File: config.mk
export PLATFORM = sky130hd
export DESIGN_NAME = dmem_access_ctrl
export DESIGN_NICKNAME = d
export VERILOG_FILES = /design/src/rtl/dmem_access_ctrl.sv
export SDC_FILE = /design/constraint.sdc
export NUM_CORES = 1
export LEC_CHECK = 0
export CAP_MARGIN = 20
export CORE_MARGIN = 2
export CORE_UTILIZATION = 23
export CTS_CLUSTER_DIAMETER = 60
export DETAILED_ROUTE_END_ITERATION = 10
export GPL_TIMING_DRIVEN = 0
export HOLD_SLACK_MARGIN = 0.03
export PLACE_DENSITY = 0.53
export SYNTH_ARGS = -nofsm -noshare
export SYNTH_HDL_FRONTEND = slang
export SYNTH_SLANG_ARGS = --single-unit
File: constraint.sdc
create_clock -name clk -period 7.8 [get_ports clk]
set_clock_uncertainty 0.05 [all_clocks]
set_input_delay 1.56 -clock clk [delete_from_list [all_inputs] [get_ports clk]]
set_output_delay 1.56 -clock clk [all_outputs]
set_load 0.02 [all_outputs]
File: src/rtl/dmem_access_ctrl.sv
// Two-port data-memory sequencer: arbitrates p0/p1, extends loads, turns SB/SH into read-modify-write.
// Latency gnt->rvalid: SW/illegal 1, load/SB/SH 2; requests are held by the requester until gnt, none granted while busy.
module dmem_access_ctrl #(
    parameter int DM_ADDRESS = 9,
    parameter int DATA_W     = 32
) (
    input  logic                  clk,
    input  logic                  reset,
    input  logic                  p0_req,
    input  logic                  p0_we,
    input  logic [DM_ADDRESS-1:0] p0_addr,
    input  logic [2:0]            p0_funct3,
    input  logic [DATA_W-1:0]     p0_wdata,
    output logic                  p0_gnt,
    output logic                  p0_rvalid,
    output logic [DATA_W-1:0]     p0_rdata,
    output logic                  p0_err,
    input  logic                  p1_req,
    input  logic                  p1_we,
    input  logic [DM_ADDRESS-1:0] p1_addr,
    input  logic [2:0]            p1_funct3,
    input  logic [DATA_W-1:0]     p1_wdata,
    output logic                  p1_gnt,
    output logic                  p1_rvalid,
    output logic [DATA_W-1:0]     p1_rdata,
    output logic                  p1_err,
    output logic [DM_ADDRESS-1:0] mem_raddr,
    output logic [DM_ADDRESS-1:0] mem_waddr,
    output logic [DATA_W-1:0]     mem_wd,
    output logic [3:0]            mem_wr,
    input  logic [DATA_W-1:0]     mem_rd,
    output logic                  busy
);

    typedef enum logic [2:0] {IDLE, LD_RD, LD_RSP, ST_WR, RMW_RD, RMW_WR, ERR} state_t;

    state_t                  state;
    logic                    last_grant;
    logic                    own;
    logic [DM_ADDRESS-1:0]   l_addr;
    logic [2:0]              l_f3;
    logic [DATA_W-1:0]       l_wdata;

    logic                    any_req, pick, s_we, legal;
    logic [DM_ADDRESS-1:0]   s_addr, s_word, l_word;
    logic [2:0]              s_f3;
    logic [DATA_W-1:0]       s_wdata;

    // Round-robin only matters on a tie; a lone requester always wins.
    always_comb begin
        any_req = p0_req | p1_req;
        pick    = (p0_req && p1_req) ? ~last_grant : p1_req;
        s_we    = pick ? p1_we     : p0_we;
        s_addr  = pick ? p1_addr   : p0_addr;
        s_f3    = pick ? p1_funct3 : p0_funct3;
        s_wdata = pick ? p1_wdata  : p0_wdata;
        s_word  = {s_addr[DM_ADDRESS-1:2], 2'b00};
        l_word  = {l_addr[DM_ADDRESS-1:2], 2'b00};
        legal   = 1'b0;
        case (s_f3)
            3'b000:  legal = 1'b1;
            3'b001:  legal = ~s_addr[0];
            3'b010:  legal = (s_addr[1:0] == 2'b00);
            3'b100:  legal = ~s_we;
            3'b101:  legal = ~s_we & ~s_addr[0];
            default: legal = 1'b0;
        endcase
    end

    logic [1:0]        lane;
    logic [7:0]        rbyte;
    logic [15:0]       rhalf;
    logic [DATA_W-1:0] ld_data, rmw_data;
    logic              rsp_vld, rsp_err;
    logic [DATA_W-1:0] rsp_dat;

    always_comb begin
        lane  = l_addr[1:0];
        rbyte = mem_rd[{lane, 3'b000} +: 8];
        rhalf = lane[1] ? mem_rd[31:16] : mem_rd[15:0];
        case (l_f3)
            3'b000:  ld_data = {{24{rbyte[7]}}, rbyte};
            3'b001:  ld_data = {{16{rhalf[15]}}, rhalf};
            3'b100:  ld_data = {24'h0, rbyte};
            3'b101:  ld_data = {16'h0, rhalf};
            default: ld_data = mem_rd;
        endcase
        rmw_data = mem_rd;
        if (l_f3 == 3'b000)
            rmw_data[{lane, 3'b000} +: 8] = l_wdata[7:0];
        else if (lane[1])
            rmw_data[31:16] = l_wdata[15:0];
        else
            rmw_data[15:0] = l_wdata[15:0];
        rsp_vld = (state == LD_RSP) || (state == ST_WR) || (state == RMW_WR) || (state == ERR);
        rsp_err = (state == ERR);
        rsp_dat = (state == LD_RSP) ? ld_data : '0;
    end

    assign busy = (state != IDLE);

    always_ff @(posedge clk or posedge reset) begin
        if (reset) begin
            state      <= IDLE;
            last_grant <= 1'b1;
            own        <= 1'b0;
            l_addr     <= '0;
            l_f3       <= '0;
            l_wdata    <= '0;
            p0_gnt     <= 1'b0;
            p1_gnt     <= 1'b0;
            p0_rvalid  <= 1'b0;
            p1_rvalid  <= 1'b0;
            p0_rdata   <= '0;
            p1_rdata   <= '0;
            p0_err     <= 1'b0;
            p1_err     <= 1'b0;
            mem_raddr  <= '0;
            mem_waddr  <= '0;
            mem_wd     <= '0;
            mem_wr     <= 4'b0000;
        end else begin
            p0_gnt    <= 1'b0;
            p1_gnt    <= 1'b0;
            p0_rvalid <= rsp_vld & ~own;
            p1_rvalid <= rsp_vld & own;
            p0_err    <= rsp_err & ~own;
            p1_err    <= rsp_err & own;
            p0_rdata  <= own ? '0 : rsp_dat;
            p1_rdata  <= own ? rsp_dat : '0;
            mem_wr    <= 4'b0000;
            case (state)
                IDLE: begin
                    if (any_req) begin
                        p0_gnt     <= ~pick;
                        p1_gnt     <= pick;
                        last_grant <= pick;
                        own        <= pick;
                        l_addr     <= s_addr;
                        l_f3       <= s_f3;
                        l_wdata    <= s_wdata;
                        // Read address goes out with the grant so mem_rd lands in time for the T+2 response.
                        if (!legal)
                            state <= ERR;
                        else if (!s_we) begin
                            state     <= LD_RD;
                            mem_raddr <= s_word;
                        end else if (s_f3 == 3'b010)
                            state <= ST_WR;
                        else begin
                            state     <= RMW_RD;
                            mem_raddr <= s_word;
                        end
                    end
                end
                LD_RD:  state <= LD_RSP;
                RMW_RD: state <= RMW_WR;
                ST_WR: begin
                    mem_waddr <= l_word;
                    mem_wd    <= l_wdata;
                    mem_wr    <= 4'b1111;
                    state     <= IDLE;
                end
                RMW_WR: begin
                    mem_waddr <= l_word;
                    mem_wd    <= rmw_data;
                    mem_wr    <= 4'b1111;
                    state     <= IDLE;
                end
                default: state <= IDLE;
            endcase
        end
    end

endmodule

==> results.md, run 1 <==
* Detailed Route WL at 29,400 um
* P&R area growth vs syn at 47.64%
* Nets at 1,154
* Port Buf Inserts at 246
* Register area share after synthesis at 0.5442
* Share of layout cells above drive strength 1 at 0.07336
* Crit end category: primary output
* Core ar. at 32,620 um2
* Iteration-0 DRC Markers at 379
* Post-CTS Setup Inserts at 0
* Diodes inserted at 0
* RSZ-0062 raised after global routing: no
* Max-slew violations at 0
* Die W at 186.2 um
* Worst path slowest cell: clkdlybuf4s50_1
* Total grt overflow at 0
* Most frequent cells in the layout: clkdlybuf4s50_1, dfrtp_1, nor2_1
* Pre-antenna DRT Iters at 4
* Clock-pin slew on the worst setup and hold paths at 70 ps
* Commonest non-fill, non-tap cell in the layout: clkdlybuf4s50_1
* Cells after Synth at 754
* GP Congestion at 0.8576
* Sink Count at 166
* Crit path max-delay family: buffers and inverters
* Post-cts sizing count at 0
* FMAX at 252.5 MHz
* Starting density of the core at 0.2341
* Unique cell type count in the Yosys netlist at 60
* Status: complete, no violations
* # DRC at 0
* Die H at 186.2 um
* Final period util at 0.5077
* Drt wl/cell at 19.89 um
* Final Hold Fails at 0
* Slew HR at 0.2988
* WP data required at 6190 ps
* Number of synthesized flops with an enable pin at 0
* Setup WS post-layout at 3840 ps
* Register bit total from synthesis at 166
* Largest net degree at the start of global routing at 112
* Startpoint types: flop
* WP buf/inv at 3
* Antenna violations before repair at 3
* CP Max Fanout at 10
* Syn Area/Cell at 10.13 um2
* Die ar. at 34,670 um2
* Slew @ Worst Pin at 1042 ps
* Post-Place Cells at 1,446
* # rows at 66
* Vias in the first global route at 6,960
* Yosys warning count at 0
* Ys flop type: dfrtp_1
* Io pins at 251
* Overall Power at 4.313 mW
* Asr flop ratio synth at 1.000
* Period minus WS final at 3960 ps
* Kind of critical path: reg2out
* Via density at 4.634
* Num CTS Buffers at 17
* CTS Hold Bufs at 0
* First-pass GRT wire length at 43,350 um
* CTS tree: done
* Max Buffers Root-to-Sink at 2
* Crit path largest cell delay at 620 ps
* Leakage at 4.742 nW
* Crit path arrival time at 2350 ps
* Max-capacitance violation count at 0
* CTS Root Cell: clkbuf_16
* Max VDD drop at 0.1983 mV
* Post-DRT Antenna Nets at 0
* Worst-path cell chain: nor3_2, inv_1, clkbuf_1, clkdlybuf4s50_1
* Power per cell area at 382.6 nW/um2
* Cell area after synthesis at 7635 um2
* Final setup violation count at 0
* DR vias at 6,849
* All-Layer GR Usage at 0.1712
* Final Non-Filler Cells at 1,478
* Pre-CTS setup slack at 3856 ps
* Dpl hpwl at 23,300 um
* H-tree depth at 4
* Min-delay worst type: reg2reg
* Worst-Skew Late Latency at 440 ps
* Filler cell count in the final layout at 3,360
==> metrics by stage <==
step / TNS [ps] / hold WS, ps / cell area (um2) / utilization
after floorplan: 0 / 383.1 / 7646 / -
final: 0 / 415.7 / 11270 / 0.3456
after global routing: 0 / 448.4 / 11270 / 0.3456
after global placement: -121550 / 400.7 / 10660 / 0.3269
after detailed placement: 0 / 401.9 / 10700 / 0.3279
after CTS: 0 / 418.3 / 11270 / 0.3456
==> registers in the layout (all words and copies together), names as in the netlist <==
signal,cells
mem_waddr,7
l_f3,3
l_wdata,32
l_addr,9
p0_err,1
state,3
p0_gnt,1
p1_err,1
last_grant,1
p1_rvalid,1
own,1
p0_rdata,32
mem_wr,1
p1_gnt,1
p0_rvalid,1
mem_wd,32
p1_rdata,32
mem_raddr,7
==> worst paths after layout <==
kind,startpoint,end,slack [ps],cells past startpoint
max,state[0]$_DFFE_PP0P_,busy,3840,4
min,l_addr[2]$_DFFE_PP0P_,mem_waddr[2]$_DFFE_PP0P_,420,2
max reg2reg,l_addr[1]$_DFFE_PP0P_,mem_wd[8]$_DFFE_PP0P_,5180,7
min reg2reg,l_addr[2]$_DFFE_PP0P_,mem_waddr[2]$_DFFE_PP0P_,420,2
max in group asynchronous,reset,l_wdata[13]$_DFFE_PP0P_,5340,3
min in group asynchronous,reset,p1_rvalid$_DFF_PP0_,1480,2
==> report_power, final <==
group	total, mW	internal (mW)	switching [mW]	leakage [nW]
clock	0.839	0.429	0.410	0.288
sequential	1.40	1.17	0.227	2.14
combinational	2.08	0.835	1.24	2.32
==> Yosys cell counts, types with 5 or more instances <==
master	instances	area (um2)
a22oi_1	34	255.2
mux2i_1	24	240.2
clkbuf_1	34	127.6
nor2_1	84	315.3
dfrtp_1	165	4129
buf_2	12	60.06
a211oi_1	7	52.55
mux2_2	10	112.6
and2_1	9	56.30
a21o_1	9	67.56
a21oi_1	38	190.2
buf_4	8	60.06
a211o_1	9	78.83
a221oi_1	16	140.1
nor2b_1	6	37.54
nand2b_1	7	43.79
o2bb2ai_1	8	70.07
o22ai_1	8	50.05
nand2_1	82	307.8
nor3_1	25	125.1
ha_1	5	62.56
inv_1	18	67.56
o21bai_1	8	60.06
or3_1	5	31.28
a221o_1	8	80.08
o21ai_0	60	300.3
==> cells by family (layout without fill, tap and decap cells) <==
family | after synthesis | after routing | synth area share
simple gates | 233 | 233 | 0.1365
compound gates | 233 | 233 | 0.2114
fa+ha+maj | 5 | 5 | 0.008194
other cells | 1 | 4 | 0.0004912
mux | 36 | 36 | 0.05064
buf+inv | 78 | 357 | 0.04621
xor+xnor | 2 | 2 | 0.002295
flops | 166 | 166 | 0.5442
==> worst min-delay path: stages, from the launching register on <==
cell and delay [ps]:
dfrtp_1 340, nand2_1 50, nand2_1 50
==> metal layers <==
| layer | share of wire | vias to the layer above | wire length, um | global-route usage |
|---|---|---|---|---|
| li1 | - | 3231 | - | - |
| met1 | 0.44 | 3319 | 12890 | 0.2271 |
| met2 | 0.46 | 267 | 13590 | 0.2745 |
| met3 | 0.081 | 30 | 2379 | 0.04907 |
| met4 | 0.018 | 2 | 520 | 0.04472 |
| met5 | 0.00044 | - | 13 | 0 |
==> area by class of cell <==
cell class | instances | area, um2 | area share
Tap cell | 442 | 553.0 | 0.04906
Buffer | 60 | 285.3 | 0.02531
Timing Repair Buffer | 247 | 2490 | 0.2209
Clock inverter | 15 | 150.1 | 0.01332
Multi-Input combinational cell | 513 | 3138 | 0.2784
Inverter | 18 | 75.07 | 0.006660
Clock buffer | 17 | 425.4 | 0.03774
Sequential cell | 166 | 4155 | 0.3686
No activity file was read; power rests on OpenSTA's default activity.
==> inputs of run 2 (changes only) <==
==> constraint.sdc (replaced) <==
create_clock -name clk -period 3.9 [get_ports clk]
set_clock_uncertainty 0.05 [all_clocks]
set_input_delay 0.78 -clock clk [delete_from_list [all_inputs] [get_ports clk]]
set_output_delay 0.78 -clock clk [all_outputs]
set_load 0.02 [all_outputs]
==> results.md, run 2 (synthesis gave the netlist of run 1 again) <==
* Status: complete, no violations
* Nets at 1,157 (+0.26%)
* RSZ-0062 raised after global routing: no
* Crit path arrival time at 2330 ps (-20 ps)
* CTS Root Cell: clkbuf_16
* Max-capacitance violation count at 0 (unchanged)
* WP data required at 3070 ps (-3120 ps)
* Filler cell count in the final layout at 3,321 (-1.2%)
* Sink Count at 166 (unchanged)
* All-Layer GR Usage at 0.1715 (+0.0002574)
* Final Hold Fails at 0 (unchanged)
* Leakage at 4.762 nW (+0.44%)
* Hold path start: l_addr[8]$_DFFE_PP0P_
* Crit end category: primary output
* Commonest non-fill, non-tap cell in the layout: clkdlybuf4s50_1
* # DRC at 0 (unchanged)
* Worst R2R Setup Slack at 1260 ps (-3920 ps)
* Slew HR at 0.2703 (-0.02855)
* Vias in the first global route at 7,043 (+1.2%)
* Detailed Route WL at 29,510 um (+0.40%)
* First-pass GRT wire length at 43,500 um (+0.33%)
* Most frequent cells in the layout: clkdlybuf4s50_1, dfrtp_1, nor2_1
* Power per cell area at 764.6 nW/um2 (+100%)
* Post-CTS Setup Inserts at 0 (unchanged)
* CTS Hold Bufs at 0 (unchanged)
* Share of layout cells above drive strength 1 at 0.07603 (+0.002676)
* Period minus WS final at 3161 ps
* Antenna violations before repair at 0 (-3)
* Final period util at 0.8105
* Via density at 4.646 (+0.26%)
* Post-cts sizing count at 0 (unchanged)
* Min-delay worst type: reg2reg
* Drt wl/cell at 19.93 um (+0.19%)
* P&R area growth vs syn at 48.57%
* Total grt overflow at 0 (unchanged)
* CTS tree: done
* Clock-pin slew on the worst setup and hold paths at 80 ps (about the same)
* Hold Path Stages at 2 (unchanged)
* Port Buf Inserts at 246 (unchanged)
* Starting density of the core at 0.2341 (unchanged)
* Die H at 186.2 um (unchanged)
* Hold WS at 424.2 ps (+8.500 ps)
* Register area at 4155 um2 (unchanged)
* Post-layout util at 0.3478 (+0.002186)
* Kind of critical path: reg2out
* Hold endpoint: mem_waddr[8]$_DFFE_PP0P_
* Die ar. at 34,670 um2 (unchanged)
* Placement Cell Area at 10,750 um2 (+0.46%)
* Num CTS Buffers at 17 (unchanged)
* Startpoint types: flop
* Core ar. at 32,620 um2 (unchanged)
* Largest net degree at the start of global routing at 41 (-63%)
* Final Non-Filler Cells at 1,481 (+0.20%)
* RR Startpoint: l_addr[1]$_DFFE_PP0P_
* Worst-Skew Late Latency at 450 ps (about the same)
* # rows at 66 (unchanged)
* CP Max Fanout at 10 (unchanged)
* Die W at 186.2 um (unchanged)
* Area occupied by multi-input gates at 3138 um2 (unchanged)
* Dpl hpwl at 23,480 um (+0.76%)
* R2R Path End: mem_wd[8]$_DFFE_PP0P_
* H-tree depth at 4 (unchanged)
* Iteration-0 DRC Markers at 344 (-9.2%)
* Pre-antenna DRT Iters at 4 (unchanged)
* Final instance area at 11,340 um2 (+0.63%)
* Post-DRT Antenna Nets at 0 (unchanged)
* Post-Place Cells at 1,449 (+0.21%)
* Slew @ Worst Pin at 1085 ps (+42.44 ps)
* Max Buffers Root-to-Sink at 2 (unchanged)
* Reg2Reg Depth at 7 (unchanged)
* GP Congestion at 0.8674 (+1.1%)
* FMAX at 316.4 MHz
* Diodes inserted at 0 (unchanged)
* DR vias at 6,881 (+0.47%)
* Io pins at 251 (unchanged)
* Final setup violation count at 0 (unchanged)
* Max VDD drop at 0.3472 mV (+75%)
* Max-slew violations at 0 (unchanged)
## run 2: final cells by class
type	instances	area share
inverter	18	0.006287
multi-input combinational	513	0.2766
buffer	60	0.02515
timing repair buffer	250	0.2241
sequential	166	0.3663
tap	442	0.04875
clock buffer	17	0.03750
clock inverter	15	0.01522
## run 2: critical path, cell delays in order, from the launching register on
cell,delay [ps]
dfrtp_1,420
nor3_2,350
inv_1,200
clkbuf_1,290
clkdlybuf4s50_1,620
## run 2: worst max-delay path by stage
| stage | slack, ps | to | from |
|---|---|---|---|
| 3_3_place_gp | -510 | mem_wr[2]$_DFF_PP0_ | reset |
| 2_1_floorplan | 960 | l_addr[0]$_DFFE_PP0P_ | reset |
| 6_report | 740 | busy | state[0]$_DFFE_PP0P_ |
| 4_1_cts | 710 | busy | state[0]$_DFFE_PP0P_ |
| 5_1_grt | 590 | busy | state[0]$_DFFE_PP0P_ |
| 3_5_place_dp | 760 | l_wdata[1]$_DFFE_PP0P_ | p0_req |
## run 2: where the power goes
group / internal (mW) / switching (mW)
combinational: 1.68 / 2.50
sequential: 2.34 / 0.444
clock: 0.867 / 0.838
total: 4.89 / 3.79
## run 2: through the flow
stage	setup slack, ps	TNS, ps	power [mW]
CTS	708.1	0	8.757
global placement	-505.4	-80030	6.962
floorplan	958.1	0	5.130
finish	739.1	0	8.673
global route	588.0	0	9.232
detailed placement	759.3	0	7.029
## run 2: per-layer routing
layer / wire, um / vias up / global-route usage
met3: 2285 / 29 / 0.05238
met2: 13890 / 256 / 0.2833
met5: 0 / - / 0
li1: - / 3242 / -
met1: 12840 / 3354 / 0.2198
met4: 504 / 0 / 0.04126
